--- src/rtl/fifo_sync_ctl.sv ---
// Single-clock FIFO controller with exact occupancy, almost-full/empty thresholds,
// sticky overflow/underflow flags and an optional first-word-fall-through read port.
module fifo_sync_ctl #(
    parameter int DATA_WIDTH = 8,
    parameter int DEPTH      = 16,
    parameter int AF_THRESH  = DEPTH - 2,
    parameter int AE_THRESH  = 2,
    parameter int FWFT       = 0
) (
    input  logic                       clk,
    input  logic                       reset_n,
    input  logic                       wr_en,
    input  logic [DATA_WIDTH-1:0]      data_in,
    input  logic                       rd_en,
    input  logic                       clr_err,
    output logic [DATA_WIDTH-1:0]      data_out,
    output logic                       rd_valid,
    output logic                       full,
    output logic                       empty,
    output logic                       almost_full,
    output logic                       almost_empty,
    output logic [$clog2(DEPTH):0]     count,
    output logic                       overflow,
    output logic                       underflow
);

    localparam int PW = $clog2(DEPTH);
    localparam int CW = PW + 1;

    logic [DATA_WIDTH-1:0] mem_q [DEPTH];
    logic [PW-1:0]         wr_ptr_q, wr_ptr_d;
    logic [PW-1:0]         rd_ptr_q, rd_ptr_d;
    logic [CW-1:0]         count_q, count_d;
    logic                  full_q, full_d;
    logic                  empty_q, empty_d;
    logic                  almost_full_q, almost_full_d;
    logic                  almost_empty_q, almost_empty_d;
    logic                  overflow_q, overflow_d;
    logic                  underflow_q, underflow_d;
    logic                  rd_valid_q, rd_valid_d;
    logic [DATA_WIDTH-1:0] data_q, data_d;
    logic                  rd_acc_s, wr_acc_s;
    logic [DATA_WIDTH-1:0] head_s;

    // Accept decisions, next occupancy, next flags and next read-port contents.
    always_comb begin
        rd_acc_s = rd_en && !empty_q;
        // A full FIFO still takes a write when a read frees a slot in the same cycle.
        wr_acc_s = wr_en && (!full_q || rd_acc_s);

        wr_ptr_d = wr_acc_s ? wr_ptr_q + PW'(1'b1) : wr_ptr_q;
        rd_ptr_d = rd_acc_s ? rd_ptr_q + PW'(1'b1) : rd_ptr_q;

        case ({wr_acc_s, rd_acc_s})
            2'b10:   count_d = count_q + CW'(1'b1);
            2'b01:   count_d = count_q - CW'(1'b1);
            default: count_d = count_q;
        endcase

        full_d         = (count_d == CW'(DEPTH));
        empty_d        = (count_d == CW'(1'b0));
        almost_full_d  = (count_d >= CW'(AF_THRESH));
        almost_empty_d = (count_d <= CW'(AE_THRESH));

        overflow_d  = (overflow_q  && !clr_err) || (wr_en && full_q && !rd_acc_s);
        underflow_d = (underflow_q && !clr_err) || (rd_en && empty_q);

        // The next head is the incoming word when it lands in the slot the read pointer moves to.
        head_s = (wr_acc_s && (rd_ptr_d == wr_ptr_q)) ? data_in : mem_q[rd_ptr_d];

        if (FWFT != 0) begin
            data_d     = empty_d ? data_q : head_s;
            rd_valid_d = !empty_d;
        end else begin
            data_d     = rd_acc_s ? mem_q[rd_ptr_q] : data_q;
            rd_valid_d = rd_acc_s;
        end
    end

    // Storage array; deliberately not reset.
    always_ff @(posedge clk) begin
        if (wr_acc_s) begin
            mem_q[wr_ptr_q] <= data_in;
        end
    end

    // Pointers, occupancy, status flags and the read port.
    always_ff @(posedge clk or negedge reset_n) begin
        if (!reset_n) begin
            wr_ptr_q       <= '0;
            rd_ptr_q       <= '0;
            count_q        <= '0;
            full_q         <= 1'b0;
            empty_q        <= 1'b1;
            almost_full_q  <= 1'b0;
            almost_empty_q <= 1'b1;
            overflow_q     <= 1'b0;
            underflow_q    <= 1'b0;
            rd_valid_q     <= 1'b0;
            data_q         <= '0;
        end else begin
            wr_ptr_q       <= wr_ptr_d;
            rd_ptr_q       <= rd_ptr_d;
            count_q        <= count_d;
            full_q         <= full_d;
            empty_q        <= empty_d;
            almost_full_q  <= almost_full_d;
            almost_empty_q <= almost_empty_d;
            overflow_q     <= overflow_d;
            underflow_q    <= underflow_d;
            rd_valid_q     <= rd_valid_d;
            data_q         <= data_d;
        end
    end

    assign data_out     = data_q;
    assign rd_valid     = rd_valid_q;
    assign full         = full_q;
    assign empty        = empty_q;
    assign almost_full  = almost_full_q;
    assign almost_empty = almost_empty_q;
    assign count        = count_q;
    assign overflow     = overflow_q;
    assign underflow    = underflow_q;

endmodule

--- config.mk ---
export PLATFORM = sky130hd
export DESIGN_NAME = fifo_sync_ctl
export DESIGN_NICKNAME = d
export VERILOG_FILES = /design/src/rtl/fifo_sync_ctl.sv
export SDC_FILE = /design/constraint.sdc
export NUM_CORES = 1
export LEC_CHECK = 0
export BUFFER_PORTS_ARGS = -buffer_cell sky130_fd_sc_hd__buf_2
export CELL_PAD_IN_SITES_DETAIL_PLACEMENT = 1
export CELL_PAD_IN_SITES_GLOBAL_PLACEMENT = 1
export CORE_ASPECT_RATIO = 0.8
export CORE_MARGIN = 2
export CORE_UTILIZATION = 25
export CTS_CLUSTER_SIZE = 14
export DETAILED_ROUTE_END_ITERATION = 8
export PLACE_DENSITY_LB_ADDON = 0.08
export SYNTH_ARGS = -nofsm -noshare
export SYNTH_HDL_FRONTEND = slang
export SYNTH_SLANG_ARGS = --single-unit
--- constraint.sdc ---
create_clock -name clk -period 4 [get_ports clk]
set_input_delay 1 -clock clk [delete_from_list [all_inputs] [get_ports clk]]
set_output_delay 1 -clock clk [all_outputs]
set_load 0.005 [all_outputs]
; After elaboration in Yosys (flattened, before gate mapping)
; Memories as Yosys holds them, arrays and structs flattened. A register that Yosys moved wholly into a read port is not among the register bits.
; Cells that the tools add are included.
[word_totals]
reg_bits = 20
mem_bits_rw = 128
in_bits = 13
out_inout_bits = 20
elab_cells = 39
n_memories = 1
[classes]
addsub = 4
order_cmp = 2
n_eq_ne = 3
n_mux = 3
n_reduce_logical = 16
[mem_list]
columns = name, words, width, read_ports, rd_ports_with_merged_regs, write_ports, line_no
row1 = mem_q, 16, 8, 1, 1, 1, 30  ; logic [DATA_WIDTH-1:0] mem_q [DEPTH];
[op_table]
columns = op, count
row1 = case mux 5 bit (2 select lines), 1
row2 = "adder 4 x 1 -> 4 bit, second input constant", 2
row3 = logical AND 1 bit, 7
row4 = "adder 5 x 1 -> 5 bit, second input constant", 1
row5 = "== test 5 bit, second input constant", 1
row6 = ">= comparator 5 x 4 -> 1 bit, second input constant", 1
row7 = "less-or-equal comparator 5 x 2 -> 1 bit, second input constant", 1
row8 = zero test 1 bit, 5
row9 = zero test 5 bit, 1
row10 = "subtractor 5 x 1 -> 5 bit, second input constant", 1
row11 = logical OR 1 bit, 3
row12 = "== test 2 x 1 -> 1 bit, second input constant", 1
row13 = "== test 2 bit, second input constant", 1
row14 = 2-to-1 mux 1 bit, 2

; Depth between registers and ports, before layout
[logic_depth]
word_depth = 7
depth_mapped = 11
mapped_depth_nobuf = 10

; Least setup slack after synthesis
; Ideal clock, no wire load.
[synth_path]
path_kind = input to register
from = input port rd_en
to = register full_q (netlist: full)
setup_time_ns = 0.094
arrival_ns = 3.151
t_required_ns = 3.906
path_slack_ns = 0.755
stages = 11
n_path_buf = 1
path_cell_list = nand2b_1 -> a21boi_2 -> inv_1 -> ha_1 -> buf_4 -> xor2_1 -> ha_1 -> a21oi_1 -> mux2_1 -> mux2_2 -> a211oi_1
[synth_via]
elab_chain_cells = 6
elab_cells_between_ends = 7
cone_classes = eq/ne (3) / mux (1) / reduce/logical (3)
[synth_lines]
columns = item, line_no
row1 = "start, declared", 14  ; input logic rd_en,
row2 = logical AND 1 bit (*), 47  ; rd_acc_s = rd_en && !empty_q;
row3 = logical OR 1 bit, 49  ; wr_acc_s = wr_en && (!full_q || rd_acc_s);
row4 = logical AND 1 bit, 49
row5 = == test 2 x 1 -> 1 bit or == test 2 bit (tied branches), 54  ; case ({wr_acc_s, rd_acc_s})
row6 = case mux 5 bit (2 select lines) (*), 54
row7 = == test 5 bit (*), 60  ; full_d = (count_d == CW'(DEPTH));
row8 = named net full_d, 34  ; logic full_q, full_d;
row9 = "end signal, assigned", 105  ; full_q <= full_d;
row10 = "end, declared", 34
; Mark *: on every way through the listed nets, which the timed path passes. The rest lies on a longest branch.
; A chain may end at the register's enable or synchronous reset.

; Worst setup path after layout
[layout_path]
from = input port rd_en
to = register almost_full_q (netlist: almost_full)
[layout_via]
elab_chain_cells = 6
elab_cells_between_ends = 7
cone_classes = order compare (1) / eq/ne (2) / mux (1) / reduce/logical (3)
[layout_lines]
columns = item, line_no
row1 = logical AND 1 bit (*), 47
row2 = named net rd_acc_s, 42  ; logic rd_acc_s, wr_acc_s;
row3 = logical OR 1 bit, 49
row4 = logical AND 1 bit, 49
row5 = == test 2 x 1 -> 1 bit or == test 2 bit (tied branches), 54
row6 = case mux 5 bit (2 select lines) (*), 54
row7 = >= comparator 5 x 4 -> 1 bit (*), 62  ; almost_full_d = (count_d >= CW'(AF_THRESH));
row8 = named net almost_full_d, 36  ; logic almost_full_q, almost_full_d;
row9 = "end signal, assigned", 107  ; almost_full_q <= almost_full_d;
row10 = "end, declared", 36
; Marked as above.

==> results by group <==
Yosys
  – Synth area leaders: edfxtp_1 (60%), dfrtp_1 (10%), mux4_2 (5.6%)
  – Primary FF master, synth: edfxtp_1
  – Top cell type's share of synthesized area: 59.99%
  – Avg Cell Area, Syn: 16.60 sq um
  – Post-Syn Nets: just over 400
  – Register area share after synthesis: 70.96%
  – Yosys reg bits: between 150 and 200
  – Synth async-reset ratio: 17.95%
  – Ys Warns: 0
  – Synth area leader: edfxtp_1
  – Post-synth EDFFs: 128
  – Netlist cell types: 45
  – Synth Instances: 386
  – Syn Std Cell Area: 0.006407 sq mm

Timing
  – Fmax achieved: 333.1 MHz
  – Endpoints failing setup: 0
  – Final period util: 75.06%
  – Max-slew violations: 0
  – TNS Setup: 0 ns
  – Hold Fails Final Rpt: 0
  – Worst slew margin: just over 40%
  – Worst Max-Slew Pin Slew: 0.8965 ns
  – RSZ-0062 raised after global routing: false
  – Final min period: 3.002 ns
  – Clock Skew: 0.01198 ns

Global route
  – Overall Global Routing Usage: 12.67%
  – Global-route wire length before repair: 24390 um
  – Total grt overflow: 0
  – Vias in the first global route: 3703
  – Initial antenna violation count: 0
  – Pin count of the biggest net entering global routing: 31

Critical path
  – R2r startpoint: empty
  – Flop2flop setup slack: 1.11 ns
  – Critical path origin: rd_en
  – Data required, critical path: ~4.3 ns
  – Crit path max fanout: 10
  – Startpoint class of the critical path: input port
  – Setup crit end kind: register
  – Worst setup path endpoint: almost_full
  – R2R depth: 10
  – CP Class: input port to register
  – WP data arrival: 3.31 ns
  – Worst R2R End: almost_full

CTS
  – Root Buffer: clkbuf_16
  – # resized after CTS: 0
  – Post-CTS Setup Bufs: 0
  – Later-pin clock latency in the skew report: ~0.42 ns
  – Cts hold-fix bufs: 0
  – Clk sinks: about 160
  – Clock transition at the registers of the reported paths: 0.07 ns
  – CTS tree: built
  – Max clock buf depth: 2
  – H-Tree Depth: 4
  – Num CTS Buffers: 17

Worst hold path
  – Hold wc startpoint: data_out[3]
  – Hold Path Class: register to register

Finish
  – Fill cells: 2646
  – Final Cell Area: 0.007631 sq mm
  – Fin util: 30.23%
  – Area Growth Syn to Fin: 19.10%
  – Fraction of final layout cells sized beyond drive strength 1: 26.77%
  – Nets: 460
  – Commonest non-fill, non-tap cell in the layout: edfxtp_1
  – Multi-input combinational cell area: 0.001720 sq mm
  – Non-Filler Instances: 776
  – Commonest non-fill, non-tap cells in the layout: edfxtp_1 (128), nand2_1 (34), mux2i_1 (33)
  – FF/Latch Area: between 0.004 and 0.005 sq mm
  – Inserted Diodes: 0

Routing
  – Initial drt markers: 201
  – Routed wire length: 15910 um
  – DR vias/cell: 4.447
  – Routed length per instance: 20.51 um
  – Vias: between 3000 and 4000
  – DR pass1 iterations: 6
  – Final ANT Viol Nets: 0
  – Post-route DRC violation count: 0

Power
  – Power Dens Cells: approximately 700 mW/mm^2
  – Static Leak: 2.712 nW
  – Peak VDD IR: about 0.26 mV

Placement
  – GPL Wtd Cong: 0.6561
  – # port buffers: 32
  – HPWL Detailed: between 10000 and 15000 um
  – Post-placement cell area: around 0.007 sq mm
  – Placed insts: 744

Floorplanning
  – Initial Utilization: 25.38%
  – Height of the die: 147.2 um
  – Die ar.: 0.02693 sq mm
  – Total core area: between 0.02 and 0.03 sq mm
  – Die span in x: 183.0 um
  – # IOs: 33
  – Row count: 52

Flow run
  – Max Cap Viol: 0

Outcome
  – Status: complete, no violations
## cells in the mapped netlist, types with 8 or more instances
library cell,count
a32oi_1,8
edfxtp_1,128
nand2_1,34
dfrtp_1,26
nor2_1,16
mux2i_1,33
mux2_2,10
xnor2_1,8
ha_1,8
a21oi_1,12
mux4_2,16
a22oi_1,8
## per-stage QoR
stage | hold WS [ns] | power, mW | setup WS [ns]
after floorplan | 0.4528 | 3.343 | 0.7546
after global routing | 0.5404 | 5.852 | 0.7142
after global placement | 0.4945 | 3.927 | 0.6615
final | 0.5156 | 5.501 | 0.9976
after detailed placement | 0.5083 | 3.940 | 0.5840
after CTS | 0.5196 | 5.621 | 1.038
## how the worst min path moves through the flow
stage | slack (ns) | endpoint | depth (start not counted)
global placement | 0.49 | rd_ptr_q[3] | 1
floorplan | 0.45 | rd_ptr_q[3] | 1
global route | 0.54 | data_out[2] | 2
finish | 0.52 | data_out[3] | 2
detailed placement | 0.51 | data_out[3] | 2
CTS | 0.52 | rd_ptr_q[3] | 1
## report_power, final
part / total [mW] / internal (mW) / switching, mW
Sequential: 2.38 / 2.03 / 0.355
Combinational: 1.47 / 0.702 / 0.768
Clock: 1.65 / 0.943 / 0.705
## per-layer routing
layer | vias to the layer above | track usage (%) | part of all wire (%)
met2 | 28 | 18.73 | 45
met3 | 12 | 2.900 | 1.8
met1 | 1816 | 18.54 | 52
met5 | - | 0 | 0
li1 | 1595 | - | -
met4 | 0 | 3.720 | 1.0
## logic make-up after synthesis
logic type / Yosys count / synth area share, %
compound gates: 45 / 5.155
buf+inv: 27 / 2.187
flops: 156 / 70.96
fa+ha+maj: 8 / 1.562
xor+xnor: 9 / 1.230
simple gates: 81 / 6.190
mux: 60 / 12.71
## flip-flops by register name, indices dropped and copies added (netlist names)
register	cells
almost_full	1
wr_ptr_q	4
mem_q	128
almost_empty	1
empty	1
count	5
full	1
rd_ptr_q	4
overflow	1
rd_valid	1
data_out	8
underflow	1
## layout make-up
type / count / share of cell area, %
sequential: 156 / 59.62
multi-input combinational: 203 / 22.54
clock buffer: 17 / 5.575
tap: 324 / 5.312
timing repair buffer: 54 / 4.263
clock inverter: 15 / 2.345
inverter: 7 / 0.3443
## critical path: stages
cell and delay (ns):
buf_2 0.09, nand2b_1 0.09, inv_1 0.19, ha_1 0.39, xor2_1 0.20, ha_1 0.21
nor4bb_1 0.54, nor3_2 0.10, nor3b_1 0.19, a311o_1 0.29
Note: power is estimated with default switching activity, not from simulation.
